### src/rtl/shift_deser_pkg.sv
// Shared types and helpers for the MSB-first serial deserializer.
// Optional parity framing is enabled by defining SHIFT_DESER_PARITY_EN.
package shift_deser_pkg;

  typedef enum logic {
    OUT_EMPTY = 1'b0,
    OUT_FULL  = 1'b1
  } out_state_e;

`ifdef SHIFT_DESER_PARITY_EN
  localparam bit PARITY_EN = 1'b1;
`else
  localparam bit PARITY_EN = 1'b0;
`endif

  // Number of strobed bits per frame: data bits plus the optional parity bit.
  function automatic int frame_len(input int width, input bit par_en);
    return par_en ? width + 1 : width;
  endfunction

  function automatic logic parity_of(input logic [31:0] w);
    return ^w;
  endfunction

endpackage

### src/rtl/shift_deser_shreg.sv
// Bit counter and MSB-first shift register; flags the strobe that completes a frame.
// With SHIFT_DESER_PARITY_EN the trailing parity bit is checked, not shifted in.
module shift_deser_shreg #(
  parameter int WIDTH = 8,
  parameter int FRAME = WIDTH
) (
  input  logic             clk,
  input  logic             reset,
  input  logic             shift_i,
  input  logic             sdata_i,
  input  logic             clear_i,
  output logic             done_o,
  output logic [WIDTH-1:0] word_o,
`ifdef SHIFT_DESER_PARITY_EN
  output logic             perr_o,
`endif
  output logic             busy_o
);
  import shift_deser_pkg::*;

  localparam int CW = (FRAME > 1) ? $clog2(FRAME) : 1;
  localparam logic [CW-1:0] LAST = CW'(FRAME - 1);

  logic [CW-1:0]    cnt_q, cnt_d;
  logic [WIDTH-1:0] sh_q, sh_d;
  logic             busy_q;

  always_comb begin
    cnt_d  = cnt_q;
    sh_d   = sh_q;
    done_o = 1'b0;
    word_o = PARITY_EN ? sh_q : {sh_q[WIDTH-2:0], sdata_i};
    if (clear_i) begin
      cnt_d = '0;
      sh_d  = '0;
    end else if (shift_i) begin
      if (cnt_q == LAST) begin
        cnt_d  = '0;
        done_o = 1'b1;
      end else begin
        cnt_d = cnt_q + CW'(1);
      end
      // The parity bit (last strobe of a parity frame) never enters the word.
      if (!PARITY_EN || (cnt_q != LAST)) sh_d = {sh_q[WIDTH-2:0], sdata_i};
    end
  end

`ifdef SHIFT_DESER_PARITY_EN
  assign perr_o = parity_of(32'(sh_q)) ^ sdata_i;
`endif

  always_ff @(posedge clk or negedge reset) begin
    if (!reset) begin
      cnt_q  <= '0;
      sh_q   <= '0;
      busy_q <= 1'b0;
    end else begin
      cnt_q  <= cnt_d;
      sh_q   <= sh_d;
      busy_q <= (cnt_d != '0);
    end
  end

  assign busy_o = busy_q;

endmodule

### src/rtl/shift_deserializer.sv
// Serial-to-parallel receiver with a one-word output register and valid/ready handshake.
// Optional even-parity framing via SHIFT_DESER_PARITY_EN.
//
// state     | meaning
// OUT_EMPTY | no unaccepted word, out_valid=0
// OUT_FULL  | data_out holds a word awaiting out_ready
module shift_deserializer #(
  parameter int WIDTH = 8
) (
  input  logic             clk,
  input  logic             reset,
  input  logic             shift,
  input  logic             sdata,
  input  logic             clear,
  output logic [WIDTH-1:0] data_out,
  output logic             out_valid,
  input  logic             out_ready,
  output logic             busy,
  output logic             overrun,
  output logic             parity_err
);
  import shift_deser_pkg::*;

  localparam int FRAME = frame_len(WIDTH, PARITY_EN);

  out_state_e       state_q, state_d;
  logic [WIDTH-1:0] data_q, data_d;
  logic             ovr_q, ovr_d;
  logic             done;
  logic             hs;
  logic [WIDTH-1:0] word;
`ifdef SHIFT_DESER_PARITY_EN
  logic             frame_perr;
  logic             perr_q, perr_d;
`endif

  shift_deser_shreg #(
    .WIDTH (WIDTH),
    .FRAME (FRAME)
  ) u_shreg (
    .clk     (clk),
    .reset   (reset),
    .shift_i (shift),
    .sdata_i (sdata),
    .clear_i (clear),
    .done_o  (done),
    .word_o  (word),
`ifdef SHIFT_DESER_PARITY_EN
    .perr_o  (frame_perr),
`endif
    .busy_o  (busy)
  );

  assign hs = (state_q == OUT_FULL) && out_ready;

  always_comb begin
    state_d = state_q;
    data_d  = data_q;
    ovr_d   = ovr_q;
`ifdef SHIFT_DESER_PARITY_EN
    perr_d  = perr_q;
`endif
    if (done) begin
      // A completed word is taken only if the slot is free or being emptied now.
      if ((state_q == OUT_EMPTY) || hs) begin
        state_d = OUT_FULL;
        data_d  = word;
`ifdef SHIFT_DESER_PARITY_EN
        perr_d  = frame_perr;
`endif
      end else begin
        ovr_d = 1'b1;
      end
    end else if (hs) begin
      state_d = OUT_EMPTY;
    end
    if (clear) ovr_d = 1'b0;
  end

  always_ff @(posedge clk or negedge reset) begin
    if (!reset) begin
      state_q <= OUT_EMPTY;
      data_q  <= '0;
      ovr_q   <= 1'b0;
    end else begin
      state_q <= state_d;
      data_q  <= data_d;
      ovr_q   <= ovr_d;
    end
  end

`ifdef SHIFT_DESER_PARITY_EN
  always_ff @(posedge clk or negedge reset) begin
    if (!reset) perr_q <= 1'b0;
    else        perr_q <= perr_d;
  end
  assign parity_err = perr_q;
`else
  assign parity_err = 1'b0;
`endif

  assign data_out  = data_q;
  assign out_valid = (state_q == OUT_FULL);
  assign overrun   = ovr_q;

endmodule

### config.mk
export PLATFORM = sky130hd
export DESIGN_NAME = shift_deserializer
export DESIGN_NICKNAME = d
export VERILOG_FILES = /design/src/rtl/shift_deser_pkg.sv /design/src/rtl/shift_deser_shreg.sv /design/src/rtl/shift_deserializer.sv
export SDC_FILE = /design/constraint.sdc
export NUM_CORES = 1
export LEC_CHECK = 0
export BUFFER_PORTS_ARGS = -buffer_cell sky130_fd_sc_hd__buf_2
export CAP_MARGIN = 30
export CORE_AREA = 2 2 50 52
export CTS_CLUSTER_SIZE = 24
export DETAILED_ROUTE_END_ITERATION = 8
export DIE_AREA = 0 0 52 54
export GPL_TIMING_DRIVEN = 0
export PLACE_DENSITY_LB_ADDON = 0.25
export SKIP_LAST_GASP = 1
export SYNTH_ARGS = -nofsm -noshare
export SYNTH_HDL_FRONTEND = slang
export SYNTH_SLANG_ARGS = --single-unit
### constraint.sdc
create_clock -name clk -period 3.9 [get_ports clk]
set_input_delay 0.585 -clock clk [delete_from_list [all_inputs] [get_ports clk]]
set_output_delay 0.585 -clock clk [all_outputs]
set_load 0.03 [all_outputs]
==> results of run 1 <==
[state kept, by name, summed over array words and instances, names as in the netlist]
signal          cells
overrun             1
u_shreg.busy_o      1
out_valid           1
u_shreg.cnt_q       3
u_shreg.sh_q        7
data_out            8
[critical path, stage by stage, from the launching register on]
cell	delay, ns
dfrtp_1	0.39
ha_1	0.16
ha_1	0.17
nand2_1	0.10
nor3_4	0.36
mux2_2	0.39
[final timing paths]
check / endpoint / slack, ns
hold reg to reg: data_out[5] / 0.51
hold / removal: data_out[5] / 0.21
max in group asynchronous: data_out[4] / 3.37
setup reg to reg: data_out[5] / 2.22
min in group clk: data_out[5] / 0.51
setup / recovery: data_out[5] / 2.22
[kinds of logic (layout without fill, tap and decap cells)]
family	count (synthesis)	in the layout	share of synthesized area
flops	21	21	0.6096
mux	17	17	0.2090
simple gates	16	16	0.09872
compound gates	3	3	0.02177
buf+inv	3	23	0.02757
fa+ha+maj	2	2	0.02902
other cells	1	1	0.004350
[cell usage in the layout (no fill, tap or decap), drive strengths merged, types with 2 or more instances in the layout]
cell type and count:
clkbuf 3, dfrtp 21, ha 2, buf 19
mux2i 9, mux2 8, nor2 10
[stage by stage]
| step | hold WS [ns] | util |
|---|---|---|
| after floorplan | 0.2894 | - |
| after global placement | 0.4705 | 0.4223 |
| after detailed placement | 0.4896 | 0.4223 |
| after CTS | 0.2169 | 0.4342 |
| after global routing | 0.2248 | 0.4342 |
| final | 0.2147 | 0.4342 |
[power breakdown]
group	internal (uW)	switching, uW	total [uW]
Combinational	10.3	17.6	27.9
Clock	38.3	65.0	103
Sequential	222	2.21	224
[area by class of cell]
class / count / area, um^2 / area share
clock buffer: 3 / 22.52 / 0.02236
tap: 30 / 37.54 / 0.03727
buffer: 3 / 23.77 / 0.02360
timing repair buffer: 16 / 80.08 / 0.07950
clock inverter: 1 / 5.005 / 0.004969
multi-input combinational: 39 / 312.8 / 0.3106
sequential: 21 / 525.5 / 0.5217
[routing by layer]
layer	vias up	routed length, um	global-route usage
li1	253	-	-
met1	262	667	0.1575
met2	13	625	0.2068
met3	4	65	0.02500
met4	0	28	0.07895
met5	-	0	0
==> flow_summary.ini, run 1 <==
[timing]
hold_viol = 0
timing.fmax_mhz = 596.4
fin_ws_ns = 2.223
tns_ns = 0
setup_violations = 0
skew_ns = 0.002203
rsz0062_at_grt = false
slew_violations = 0
post-route-period-util = 0.4299
min_period_ns = 1.677

[floorplan]
die_h_um = 54
die_x_um = 52
num_rows = 18
start_util = 0.3716
die_area_um2 = 2808
ios = 18
core_um2 = 2320

[outcome]
status = completed

[synthesis]
syn-num-nets = 71
synth_async_sr_flop_share = 1.000
synth_area_um2 = 862.1
synth_edf_count = 0
synth-seq-area-share = 0.6096
yosysWarnings = 0
synth-seq-cells = 21
yosysMostFrequentCell = dfrtp_1
synth.avg_cell_area_um2 = 13.68
synth_cell_types = 18
yosys.area.top_type = dfrtp_1
yosys-top-cells-area = dfrtp_1 61%, mux2i_1 10%, mux2_2 10%
synth.top_cell.area_share = 0.6096
synth_common_cells = 21 x dfrtp_1, 10 x nor2_1, 9 x mux2i_1
syn-instance-count = 63
synthFlopType = dfrtp_1

[layout]
finalNonFillerCells = 113
antennaDiodeCount = 0
finalInstanceArea_um2 = 1007
area_delta_synth_final_pct = 16.84
fill_cells = 233
final_nets = 92
drive_gt1_frac = 0.3855

[route]
drtPass1Iterations = 2
drt_first_iter_violations = 5
antenna_left = 0
viasPerCell = 4.708
drcViolationCount = 0
wl_per_cell_um = 12.27
via_count = 532
drt-total-wl_mm = 1.387

[placed_design]
place_ws_ns = 2.179
dp.cells = 109
place.gp.congestion = 0.6398
numPortBuffers = 16
hpwl_um = 979.1
placed_area_um2 = 979.7

[worst_setup_path]
critPathKind = register to register
cp_max_fo = 8
startpoint = u_shreg.cnt_q[0]
rr_startpoint = u_shreg.cnt_q[0]
start_kind = register
worst_setup_path_end_kind = register
required_ns = 4.10
worstRegToRegCells = 5
cp_data_arrival_time_ns = 1.88

[grt]
antenna_found_initial = 0
grt_pass1_wl_mm = 2.546
grt_util_all_layers = 0.1278
grt_pass1_vias = 589
overflow = 0
grt_max_degree = 22

[clock_network]
cts_buffers = 3
cts.sink_count = 21
cts_tree = yes
cts_hold_buf = 0
clk_path_buf_depth = 2
cts.clk_slew.worst_paths_ns = 0.11
clkLatencyLatePin_ns = 0.30
clockRootBuffer = clkbuf_4
cts_setup_buffers = 0
cts_resized = 0
h-tree-depth = 1

[power_and_ir_drop]
ir_worst_vdd_uv = 188.4
power_density_nw_per_um2 = 352.6
leakagePower_uw = 0.0005569
fin_total_pwr_uw = 355.2

[run]
maxCapViolations = 0

[worst_hold_path]
hold_class = primary input to asynchronous set/reset pin
No activity file was read; power rests on OpenSTA's default activity.
==> inputs of run 2 (changes only) <==
==> constraint.sdc (replaced) <==
create_clock -name clk -period 1.58 [get_ports clk]
set_input_delay 0.237 -clock clk [delete_from_list [all_inputs] [get_ports clk]]
set_output_delay 0.237 -clock clk [all_outputs]
set_load 0.03 [all_outputs]
==> run 2 against run 1 <==
Net effect: setup slack worse by 2.2 ns; cell area is 9.3% higher; power grew to 2.5 times the previous value; worst hold slack lost 0.037 ns; highest routed layer unchanged; sequential share of layout area shrank 4.4 points; fmax up 10%; core utilization increased by 4.0 points; critical endpoint is now u_shreg.busy_o; clock-buffer cell count stayed put; clock power rose to 2.5 times the previous value.
==> flow_summary.ini, run 2 (synthesized netlist as in run 1, its figures left out) <==
[outcome]
status = completed

[grt]
antenna_found_initial = 0
grt_pass1_wl_mm = 2.670
grt_util_all_layers = 0.1331
grt_max_degree = 22
overflow = 0
grt_pass1_vias = 595

[clock_network]
cts_buffers = 3
clkLatencyLatePin_ns = 0.31
clk_path_buf_depth = 2
h-tree-depth = 1
cts.clk_slew.worst_paths_ns = 0.11
cts.sink_count = 21
clockRootBuffer = clkbuf_4
cts_tree = yes

[worst_hold_path]
min_delay_path_depth = 2
hold_start = clear
holdPathEnd = u_shreg.cnt_q[1]
hold_class = primary input to register

[route]
drcViolationCount = 0
drtPass1Iterations = 2
via_count = 541
drt_first_iter_violations = 5
drt-total-wl_mm = 1.528
wl_per_cell_um = 13.17
antenna_left = 0
viasPerCell = 4.664

[worst_setup_path]
cpMaxStageDelayCell = dfrtp_1
worst_setup_path_end_kind = register
critPathBufInv = 0
rrSetupSlack_ns = 0.06
start_kind = register
worstPathCellList = ha_2 > ha_4 > or3b_1 > a21oi_2 > or3_1
critPathKind = register to register
r2r-end = u_shreg.busy_o
rr_startpoint = u_shreg.cnt_q[0]
cp_data_arrival_time_ns = 1.78
cp_max_fo = 3
required_ns = 1.84
critPathTopFamily = simple AND/OR/NAND/NOR gates
max_stage_delay_ns = 0.42
worstRegToRegCells = 5

[layout]
area_delta_synth_final_pct = 27.72
final_cell_mix = 21 x dfrtp_1, 17 x buf_2, 10 x nor2_1
drive_gt1_frac = 0.4419
finalInstanceArea_um2 = 1101
antennaDiodeCount = 0
final_nets = 95
fill_cells = 219
largest_register_ffs = 8
layout_commonest_cell = dfrtp_1
finalNonFillerCells = 116

[timing]
rsz0062_at_grt = true
setup_violations = 0
min_period_ns = 1.523
timing.fmax_mhz = 656.4
hold_viol = 0
holdWs_ns = 0.1773
post-route-period-util = 0.9642
skew_ns = 0.001683
slew_violations = 0

[floorplan]
die_x_um = 52
ios = 18
die_h_um = 54
core_um2 = 2320
start_util = 0.3716
num_rows = 18
die_area_um2 = 2808

[placed_design]
place.gp.congestion = 0.6398
hpwl_um = 979.1
dp.cells = 109
numPortBuffers = 16
placed_area_um2 = 979.7

[power_and_ir_drop]
ir_worst_vdd_uv = 466.8
switching_share = 0.2453
power_density_nw_per_um2 = 809.0
power_frac_seq = 0.622
clock_power_share = 0.293
switchingPower_uw = 218.5
leakagePower_uw = 0.0005855
p_int_uw = 672.3
comb_power_share = 0.086

[run]
maxCapViolations = 0
run 2: cell types whose count changed in the layout (fill, tap and decap cells not counted), sizes merged:
| cell | before | now |
|---|---|---|
| buf | 19 | 21 |
| dlygate4sd3 | 0 | 1 |
run 2: per-layer routing:
metal / track usage / wire [um]
met5: 0 / 0
met4: 0.07895 / 34
met3: 0.02500 / 66
met2: 0.2068 / 668
met1: 0.1735 / 759
run 2: stage by stage:
stage / total power (uW) / util / setup TNS, ns / setup WS, ns
final: 890.8 / 0.4746 / 0 / 0.05653
after detailed placement: 633.8 / 0.4223 / -1.010 / -0.1308
after CTS: 900.2 / 0.4585 / -0.007647 / -0.002842
after global placement: 632.2 / 0.4223 / -0.9343 / -0.1193
after global routing: 936.8 / 0.4746 / -0.1677 / -0.02538
after floorplan: 604.0 / - / 0 / 0.09057
run 2: power groups by stage:
stage / Clock (uW) / Sequential, uW / Combinational [uW]
after floorplan: 0 / 570 / 34.4
after global placement: 0 / 563 / 69.0
after detailed placement: 0 / 564 / 70.2
after CTS: 273 / 554 / 73.9
after global routing: 295 / 556 / 86.0
final: 261 / 554 / 76.5
run 2: final cells by class:
cell class / instances / area (um^2) / share of cell area
Tap cell: 30 / 37.54 / 0.03409
Clock inverter: 1 / 5.005 / 0.004545
Multi-Input combinational cell: 39 / 369.1 / 0.3352
Timing Repair Buffer: 19 / 117.6 / 0.1068
Clock buffer: 3 / 22.52 / 0.02045
Buffer: 3 / 23.77 / 0.02159
Sequential cell: 21 / 525.5 / 0.4773
run 2: worst max-delay path by stage:
| stage | start | end | cells after the start |
|---|---|---|---|
| global placement | u_shreg.cnt_q[0] | data_out[1] | 5 |
| CTS | u_shreg.cnt_q[0] | data_out[4] | 6 |
| detailed placement | u_shreg.cnt_q[0] | data_out[5] | 5 |
| finish | u_shreg.cnt_q[0] | u_shreg.busy_o | 5 |
| global route | u_shreg.cnt_q[0] | data_out[5] | 6 |
| floorplan | u_shreg.cnt_q[0] | data_out[0] | 5 |
run 2: what timing repair did:
action,4_1_cts,5_1_grt
setup buffers,1,1
pin swaps,2,3
setup endpoints to repair,9,9
hold buffers,1,0
endpoints found under the hold margin,21,0
gates resized for setup,6,8
run 2: worst reg2reg max path: cells and delay by family, from the launching register on:
kind / cells / cell delay [ns]
simple gates: 2 / 0.51
flops: 1 / 0.42
fa+ha+maj: 2 / 0.38
compound gates: 1 / 0.16
==> inputs of run 3 (changes only) <==
--- a/config.mk
+++ b/config.mk
@@ -13,6 +13,7 @@
 export DIE_AREA = 0 0 52 54
 export GPL_TIMING_DRIVEN = 0
 export PLACE_DENSITY_LB_ADDON = 0.25
+export REMOVE_ABC_BUFFERS = 1
 export SKIP_LAST_GASP = 1
 export SYNTH_ARGS = -nofsm -noshare
 export SYNTH_HDL_FRONTEND = slang
==> constraint.sdc (replaced) <==
create_clock -name clk -period 1.95 [get_ports clk]
set_input_delay 0.2925 -clock clk [delete_from_list [all_inputs] [get_ports clk]]
set_output_delay 0.2925 -clock clk [all_outputs]
set_load 0.03 [all_outputs]
==> run 3 against run 2 <==
Net effect: global-route usage is 2.0 points lower; cell count fell by 4.3%; via count shrank 5.0%; first-iteration DRC count up 20%; sequential power down 19%.
==> flow_summary.ini, run 3 (synthesized netlist as in run 1, its figures left out) <==
[clock_network]
cts_resized = 0
h-tree-depth = 1
clk_path_buf_depth = 2
cts_setup_buffers = 0
clockRootBuffer = clkbuf_4
cts_buffers = 3
cts_tree = yes
cts.sink_count = 21
cts.clk_slew.worst_paths_ns = 0.11
clkLatencyLatePin_ns = 0.29
cts_hold_buf = 1

[layout]
finalNonFillerCells = 111
fill_cells = 227
layout_commonest_cell = dfrtp_1
largest_register_ffs = 8
final_cell_mix = 21 x dfrtp_1, 16 x buf_2, 10 x nor2_1
antennaDiodeCount = 0
regArea_um2 = 525.5
multi_input_area_um2 = 312.8
drive_gt1_frac = 0.3457
area_delta_synth_final_pct = 15.09
final_nets = 90

[placed_design]
place.gp.congestion = 0.6259
dp.cells = 106
hpwl_um = 942.8
numPortBuffers = 16

[worst_setup_path]
worstPathCellList = ha_1 > ha_1 > nand2_1 > nor3_4 > mux2_2
required_ns = 2.14
cp_data_arrival_time_ns = 1.86
max_stage_delay_ns = 0.39
cp_max_fo = 8
cpMaxStageDelayCell = mux2_2
critPathKind = register to register
critPathBufInv = 0
worst_setup_path_end_kind = register
start_kind = register
cpMostUsedCell = ha_1
critPathTopFamily = simple AND/OR/NAND/NOR gates

[power_and_ir_drop]
power_density_nw_per_um2 = 704.8
ir_worst_vdd_uv = 486.0
leakagePower_uw = 0.0005429

[grt]
antenna_found_initial = 0
gr-usage-met1 = 0.1439
grt_util_all_layers = 0.1136
busiest_layer = met2
grt_max_degree = 22
grt_pass1_vias = 513
grt_use_met3 = 0.02500
overflow = 0
grt_pass1_wl_mm = 2.256
grt_use_met2 = 0.1793

[route]
via_count = 514
drcViolationCount = 0
drt_first_iter_violations = 6
drt-total-wl_mm = 1.365
viasPerCell = 4.631
wl_per_cell_um = 12.30
drtPass1Iterations = 4
antenna_left = 0

[floorplan]
die_area_um2 = 2808
die_x_um = 52
start_util = 0.3716
die_h_um = 54
num_rows = 18
ios = 18
core_um2 = 2320

[timing]
post-route-period-util = 0.8554
setup_violations = 0
tns_ns = 0
skew_ns = 0.001144
slew_violations = 0
timing.fmax_mhz = 599.5
rsz0062_at_grt = false
min_period_ns = 1.668
hold_viol = 0

[run]
maxCapViolations = 0

[worst_hold_path]
hold_class = primary input to register

[outcome]
status = completed
-- run 3: changes by cell type in the layout (fill, tap and decap cells not counted), sizes merged --
| cell | before | now |
|---|---|---|
| clkinv | 1 | 0 |
| clkbuf | 3 | 4 |
| buf | 21 | 16 |
-- run 3: layout make-up --
cell class                      instances  area share
Timing Repair Buffer                   17     0.09079
Clock buffer                            4     0.02648
Tap cell                               30     0.03783
Sequential cell                        21      0.5296
Multi-Input combinational cell         39      0.3153
-- run 3: power breakdown --
group	internal [uW]	switching, uW
sequential	444	4.46
combinational	17.8	33.9
clock	79.5	120
total	541	158
-- run 3: per-stage QoR --
step / instance area [um^2] / total power (uW) / setup slack [ns] / utilization / hold slack [ns]
global route: 992.2 / 733.4 / 0.1318 / 0.4277 / 0.2415
detailed placement: 955.9 / 508.1 / 0.2571 / 0.4121 / 0.2703
floorplan: 838.3 / 479.5 / 0.4606 / - / -0.003091
CTS: 992.2 / 714.1 / 0.2390 / 0.4277 / 0.2349
finish: 992.2 / 699.3 / 0.2819 / 0.4277 / 0.2449
global placement: 955.9 / 508.0 / 0.2669 / 0.4121 / 0.2734
-- run 3: layer usage --
metal / part of all wire / up-vias
li1: - / 250
met1: 0.47 / 250
met2: 0.48 / 12
met3: 0.034 / 2
met4: 0.014 / 0
met5: 0 / -
-- run 3: worst paths after layout --
kind	from	to	slack [ns]	depth (start not counted)
max	u_shreg.cnt_q[0]	data_out[1]	0.28	5
min	sdata	data_out[0]	0.24	2
max reg2reg	u_shreg.cnt_q[0]	data_out[1]	0.28	5
min reg2reg	overrun	overrun	0.51	2
max in group asynchronous	reset	u_shreg.sh_q[5]	1.17	2
min in group asynchronous	reset	u_shreg.busy_o	0.47	2
